[config.mk]
export PLATFORM = sky130hd
export DESIGN_NAME = odo_sbox_bank_flat
export DESIGN_NICKNAME = d
export VERILOG_FILES = /design/src/rtl/odo_sbox_bank_if.sv /design/src/rtl/odo_sbox_bank.sv /design/src/flat_wrapper.sv
export SDC_FILE = /design/constraint.sdc
export NUM_CORES = 1
export LEC_CHECK = 0
export CAP_MARGIN = 20
export CORE_AREA = 2 2 190 230
export DETAILED_ROUTE_END_ITERATION = 8
export DIE_AREA = 0 0 192 232
export PLACE_DENSITY = 0.86
export SLEW_MARGIN = 20
export SYNTH_ARGS = -nofsm -noshare
export SYNTH_HDL_FRONTEND = slang
export SYNTH_SLANG_ARGS = --single-unit
export TNS_END_PERCENT = 30
[constraint.sdc]
create_clock -name clk -period 2.4 [get_ports clk]
set_input_delay 0.48 -clock clk [delete_from_list [all_inputs] [get_ports clk]]
set_output_delay 0.48 -clock clk [all_outputs]
set_load 0.01 [all_outputs]
[src/rtl/odo_sbox_bank_if.sv]
// Load/lookup bus of the Odo S-box bank: the epoch generator drives the load side,
// the substitution layer drives the lookup side and consumes results.
interface odo_sbox_bank_if #(
  parameter int unsigned W     = 6,
  parameter int unsigned LANES = 4
);
  logic                 load_start;
  logic                 load_valid;
  logic [W-1:0]         load_data;
  logic                 load_busy;
  logic                 table_ok;
  logic [7:0]           table_gen;
  logic                 in_valid;
  logic                 in_inv;
  logic [LANES*W-1:0]   in_data;
  logic                 in_ready;
  logic                 out_valid;
  logic [LANES*W-1:0]   out_data;

  modport master (
    output load_start, load_valid, load_data, in_valid, in_inv, in_data,
    input  load_busy, table_ok, table_gen, in_ready, out_valid, out_data
  );

  modport slave (
    input  load_start, load_valid, load_data, in_valid, in_inv, in_data,
    output load_busy, table_ok, table_gen, in_ready, out_valid, out_data
  );
endinterface

[src/rtl/odo_sbox_bank.sv]
// Runtime-loadable multi-lane S-box lookup bank for the Odo hash pipeline.
// Optional inverse table built when ODO_SBOX_INV_EN is defined.
module odo_sbox_bank #(
  parameter int unsigned W       = 6,
  parameter int unsigned LANES   = 4,
  parameter int unsigned OUT_REG = 0
) (
  input  logic             clk,
  input  logic             rst_n,
  odo_sbox_bank_if.slave   sbox_if
);

  localparam int unsigned DEPTH = 2 ** W;
  localparam int unsigned DW    = LANES * W;
  localparam logic [W-1:0] LAST_IDX = W'(DEPTH - 1);

  typedef enum logic [1:0] {EMPTY, LOAD, READY} state_e;

  state_e       state_q;
  logic [W-1:0] load_cnt_q;
  logic         load_busy_q;
  logic         table_ok_q;
  logic         in_ready_q;
  logic [7:0]   table_gen_q;

  logic [W-1:0] mem [DEPTH];

  logic          wr_en_c;
  logic [W-1:0]  wr_addr_c;
  logic          accept_c;
  logic [DW-1:0] rd_data_c;

  logic          s1_valid_q;
  logic [DW-1:0] s1_data_q;

  // A restart always lands its (optional) entry at index 0.
  assign wr_en_c   = sbox_if.load_valid && (sbox_if.load_start || state_q == LOAD);
  assign wr_addr_c = sbox_if.load_start ? '0 : load_cnt_q;
  assign accept_c  = sbox_if.in_valid && in_ready_q;

  // Load/lookup state machine; status outputs are registered alongside the state.
  always_ff @(posedge clk or negedge rst_n) begin
    if (!rst_n) begin
      state_q     <= EMPTY;
      load_cnt_q  <= '0;
      load_busy_q <= 1'b0;
      table_ok_q  <= 1'b0;
      in_ready_q  <= 1'b0;
      table_gen_q <= 8'd0;
    end else if (sbox_if.load_start) begin
      state_q     <= LOAD;
      load_busy_q <= 1'b1;
      table_ok_q  <= 1'b0;
      in_ready_q  <= 1'b0;
      load_cnt_q  <= sbox_if.load_valid ? W'(1) : '0;
    end else if (state_q == LOAD && sbox_if.load_valid) begin
      if (load_cnt_q == LAST_IDX) begin
        state_q     <= READY;
        load_busy_q <= 1'b0;
        table_ok_q  <= 1'b1;
        in_ready_q  <= 1'b1;
        table_gen_q <= table_gen_q + 8'd1;
        load_cnt_q  <= '0;
      end else begin
        load_cnt_q  <= load_cnt_q + W'(1);
      end
    end
  end

  // Table storage carries no reset; it is meaningful only once table_ok is set.
  always_ff @(posedge clk) begin
    if (wr_en_c) mem[wr_addr_c] <= sbox_if.load_data;
  end

`ifdef ODO_SBOX_INV_EN
  logic [W-1:0] inv [DEPTH];

  always_ff @(posedge clk) begin
    if (wr_en_c) inv[sbox_if.load_data] <= wr_addr_c;
  end

  always_comb begin
    rd_data_c = '0;
    for (int k = 0; k < int'(LANES); k++) begin
      rd_data_c[k*W +: W] = sbox_if.in_inv ? inv[sbox_if.in_data[k*W +: W]]
                                           : mem[sbox_if.in_data[k*W +: W]];
    end
  end
`else
  logic unused_in_inv;
  assign unused_in_inv = sbox_if.in_inv;

  always_comb begin
    rd_data_c = '0;
    for (int k = 0; k < int'(LANES); k++) begin
      rd_data_c[k*W +: W] = mem[sbox_if.in_data[k*W +: W]];
    end
  end
`endif

  // Read happens in the acceptance cycle, so a same-cycle reload still sees the old table.
  always_ff @(posedge clk or negedge rst_n) begin
    if (!rst_n) begin
      s1_valid_q <= 1'b0;
      s1_data_q  <= '0;
    end else begin
      s1_valid_q <= accept_c;
      if (accept_c) s1_data_q <= rd_data_c;
    end
  end

  generate
    if (OUT_REG != 0) begin : g_out_reg
      logic          s2_valid_q;
      logic [DW-1:0] s2_data_q;

      always_ff @(posedge clk or negedge rst_n) begin
        if (!rst_n) begin
          s2_valid_q <= 1'b0;
          s2_data_q  <= '0;
        end else begin
          s2_valid_q <= s1_valid_q;
          if (s1_valid_q) s2_data_q <= s1_data_q;
        end
      end

      assign sbox_if.out_valid = s2_valid_q;
      assign sbox_if.out_data  = s2_data_q;
    end else begin : g_no_out_reg
      assign sbox_if.out_valid = s1_valid_q;
      assign sbox_if.out_data  = s1_data_q;
    end
  endgenerate

  assign sbox_if.load_busy = load_busy_q;
  assign sbox_if.table_ok  = table_ok_q;
  assign sbox_if.table_gen = table_gen_q;
  assign sbox_if.in_ready  = in_ready_q;

endmodule

[src/flat_wrapper.sv]
// flat-port wrapper written by rule: the top's interface ports become plain ports
module odo_sbox_bank_flat 
#(
  parameter int unsigned W       = 6,
  parameter int unsigned LANES   = 4,
  parameter int unsigned OUT_REG = 0
)
  (clk, rst_n, sbox_if_load_start, sbox_if_load_valid, sbox_if_load_data, sbox_if_in_valid, sbox_if_in_inv, sbox_if_in_data, sbox_if_load_busy, sbox_if_table_ok, sbox_if_table_gen, sbox_if_in_ready, sbox_if_out_valid, sbox_if_out_data);
  odo_sbox_bank_if #(.W(W), .LANES(LANES)) sbox_if_i ();
  input  logic clk;
  input  logic rst_n;
  input wire logic [$bits(sbox_if_i.load_start)-1:0] sbox_if_load_start;
  input wire logic [$bits(sbox_if_i.load_valid)-1:0] sbox_if_load_valid;
  input wire logic [$bits(sbox_if_i.load_data)-1:0] sbox_if_load_data;
  input wire logic [$bits(sbox_if_i.in_valid)-1:0] sbox_if_in_valid;
  input wire logic [$bits(sbox_if_i.in_inv)-1:0] sbox_if_in_inv;
  input wire logic [$bits(sbox_if_i.in_data)-1:0] sbox_if_in_data;
  output wire logic [$bits(sbox_if_i.load_busy)-1:0] sbox_if_load_busy;
  output wire logic [$bits(sbox_if_i.table_ok)-1:0] sbox_if_table_ok;
  output wire logic [$bits(sbox_if_i.table_gen)-1:0] sbox_if_table_gen;
  output wire logic [$bits(sbox_if_i.in_ready)-1:0] sbox_if_in_ready;
  output wire logic [$bits(sbox_if_i.out_valid)-1:0] sbox_if_out_valid;
  output wire logic [$bits(sbox_if_i.out_data)-1:0] sbox_if_out_data;
  assign sbox_if_i.load_start = sbox_if_load_start;
  assign sbox_if_i.load_valid = sbox_if_load_valid;
  assign sbox_if_i.load_data = sbox_if_load_data;
  assign sbox_if_i.in_valid = sbox_if_in_valid;
  assign sbox_if_i.in_inv = sbox_if_in_inv;
  assign sbox_if_i.in_data = sbox_if_in_data;
  assign sbox_if_load_busy = sbox_if_i.load_busy;
  assign sbox_if_table_ok = sbox_if_i.table_ok;
  assign sbox_if_table_gen = sbox_if_i.table_gen;
  assign sbox_if_in_ready = sbox_if_i.in_ready;
  assign sbox_if_out_valid = sbox_if_i.out_valid;
  assign sbox_if_out_data = sbox_if_i.out_data;
  odo_sbox_bank #(.W(W), .LANES(LANES), .OUT_REG(OUT_REG)) u_core (.clk(clk), .rst_n(rst_n), .sbox_if(sbox_if_i));
endmodule
==> key figures <==
Global route
  • Number of global-route vias before repair: 20500
  • Antenna violations before repair: 2
  • Largest net degree at the start of global routing: 65
  • First-pass GRT wire length: 137 mm
  • GRT Residual Overflow: 0
  • Total GRT Usage: 42.9%

Clock network
  • Clock Latency Late Sink: 0.57 ns
  • Clk slew on worst S/H paths: 0.06 ns
  • CTS tree: yes
  • Hold buffer count at cts: 0
  • Clock Path Buffers: 3
  • CTS buffer count: 43
  • Clock Root Buffer: clkbuf_16
  • Setup bufs post-CTS: 0
  • H-tree levels: 2
  • Post-CTS sizing: 0
  • CTS sink cnt: 425

Job
  • MaxCap Viol Count: 0

Layout
  • Fillers: 2633
  • Post-route design area: 30900 sq um
  • Footprint of the multi-input gates: 13100 sq um
  • Post-route insts no fill: 2650
  • Area grow syn2layout: 16.9%
  • Layout cell share with drive strength beyond 1: 28.6%
  • Commonest non-fill, non-tap cell in the layout: edfxtp_1
  • Most frequent cells in the layout: 384 x edfxtp_1, 367 x mux2i_1, 222 x mux4_2
  • Reg area: 12600 sq um
  • Nets: 2097
  • Final core occ: 72.8%

Power
  • Register share of total power: 45.4%
  • P per Cell Area: 589 nW/um^2
  • P_int: 13.6 mW
  • Maximum VDD drop: 0.000759 V
  • Clock Power Share: 40.4%
  • Total net switching power: 4.53 mW
  • Static Leak: 11.3 nW
  • Comb power frac: 14.2%
  • Sw frac: 24.9%

Floorplanning
  • Num ports: 72
  • Total die area: 44500 sq um
  • Initial Util: 62.3%
  • Die Span Y: 232 um
  • Die W: 192 um
  • Row count: 83
  • Core area: 42400 sq um

Synthesis
  • Avg Inst Size Synth: 14.1 sq um
  • Main synth FF type: edfxtp_1
  • Syn Inst Count: 1865
  • Cell area after synthesis: 26400 sq um
  • Asr flop ratio synth: 9.65%
  • Net Count, Synth: 1903
  • Main area contributors after synthesis: edfxtp_1 44%, mux4_2 19%, mux2i_1 14%
  • Area leader, netlist: edfxtp_1
  • Library cells used by synthesis: 51
  • Register area share after synthesis: 47.6%
  • Number of synthesized flops with an enable pin: 384
  • Ys Warns: 0
  • #FFs+latches synth: 425
  • Proportion of netlist area held by the largest area contributor: 43.7%

Routing
  • Final ANT Viol Nets: 0
  • Vias per cell: 7.81
  • Drt wl/cell: 35.2 um
  • Wirelength, routed: 93.3 mm
  • DRC: 0
  • Iter 0 DRT Violations: 3450
  • Routed vias: 20700
  • DR pass1 iterations: 6

Run status
  • Status: complete, no violations

Critical path
  • Cells along the critical path: mux4_1 > mux2_2 > nand2_1 > o2111ai_1 > a221o_1
  • Reg2reg start: u_core.mem[19][3]$_DFFE_PP_
  • Req. time, crit path: 2.85 ns
  • Number of cells on the worst reg-to-reg path: 5
  • CP Launch Type: flip-flop
  • CP max-delay cell: mux4_1
  • Worst-path maximum fanout: 4
  • Crit-path max cell delay: 0.54 ns
  • Worst setup startpoint: u_core.mem[19][3]$_DFFE_PP_
  • Crit Path Category: flip-flop to flip-flop
  • Largest delay share family, worst path: multiplexers
  • Crit. path cell count: 5
  • CP bufs+invs: 0
  • Crit path DAT: 2.67 ns
  • Crit end category: flip-flop

Timing
  • Max Slew Vio Count: 0
  • Layout Skew: 0.0230 ns
  • Final Hold Vio Count: 0
  • Fmax: 449 MHz
  • RSZ-0062 raised after global routing: false
  • Final Cycle Share: 92.8%
  • Setup violators final: 0
  • Slew margin rel.: 38.0%
  • Worst-Margin Slew: 0.927 ns
  • Final worst slack: 0.173 ns
  • Post-route minimum period: 2.23 ns
  • WHS: 0.00551 ns

Placement
  • I/O Buffers: 70
  • Placer Congestion: 1.07
  • Pre-CTS setup slack: -0.219 ns
  • DP Area: 29300 sq um
  • DP HPWL: 65.4 mm
  • Placed insts: 2566

Hold path
  • HP Class: primary input to async pin
[power by group through the flow]
stage	clock [mW]	combinational, mW	sequential (mW)
2_1_floorplan	0	1.39	8.37
3_3_place_gp	0	2.44	8.40
3_5_place_dp	0	2.48	8.40
4_1_cts	7.33	2.50	8.25
5_1_grt	7.59	2.65	8.25
6_report	7.34	2.58	8.26
[registers in the layout, summed over array words and instances, names as in the netlist]
| signal | cells |
|---|---|
| u_core.mem | 384 |
| u_core.sbox_if.out_data | 24 |
| u_core.sbox_if.table_gen | 8 |
| u_core.load_cnt_q | 6 |
| u_core.state_q | 2 |
| u_core.sbox_if.out_valid | 1 |
[stage by stage]
stage                     power (mW)  setup TNS (ns)
after floorplan                 9.76               0
after global placement          10.8          -0.901
after detailed placement        10.9           -1.27
after CTS                       18.1               0
after global routing            18.5               0
final                           18.2               0
[area by class of cell]
type                       count  area share (%)
antenna                        4          0.0324
clock buffer                  55            3.83
clock inverter                25            1.14
inverter                       3          0.0365
multi-input combinational   1280            42.3
sequential                   425            40.7
tap                          552            2.24
timing repair buffer         306            9.70
[metal layers]
metal,routed length (um),up-vias,global-route usage [%]
met5,14,-,0
met4,8300,2,28.4
met3,12300,548,11.0
met2,43200,1996,67.3
met1,29500,10100,53.0
li1,-,8065,-
[cell usage after synthesis (all sizes together) (4+ instances only)]
cell type / instances
nand3: 82
a22o: 8
nand2: 123
mux2: 46
buf: 96
xnor2: 4
xor2: 5
nand2b: 7
a211oi: 7
a221o: 6
clkbuf: 61
a22oi: 120
nor2: 86
nor3: 9
o211ai: 36
a21oi: 35
mux2i: 367
and2: 7
and3: 7
dfrtp: 41
o221ai: 6
a41o: 15
nor2b: 22
o2111ai: 6
edfxtp: 384
mux4: 228
nand4: 24
[cells by family after synthesis]
family                   count (synthesis)  share of synthesized area, %
flip-flops                             425                          47.6
buffers and inverters                  160                          2.91
adder cells (fa/ha/maj)                  2                        0.0948
AO/OA/AOI/OAI                          247                          6.97
AND/OR/NAND/NOR                        381                          6.70
multiplexers                           641                          35.4
XOR/XNOR                                 9                         0.299
[path summary, 6_finish.rpt]
| path | end | slack [ns] |
|---|---|---|
| hold reg to reg | u_core.sbox_if.table_gen[7]$_DFFE_PN0P_ | 0.48 |
| setup / recovery | u_core.sbox_if.out_data[9]$_DFFE_PN0P_ | 0.17 |
| setup reg to reg | u_core.sbox_if.out_data[9]$_DFFE_PN0P_ | 0.17 |
| min in group clk | u_core.mem[45][2]$_DFFE_PP_ | 0.36 |
| hold / removal | u_core.sbox_if.table_gen[2]$_DFFE_PN0P_ | 0.006 |
| max in group asynchronous | u_core.sbox_if.out_data[10]$_DFFE_PN0P_ | 1.96 |
Power figures use the tool's default switching activity.
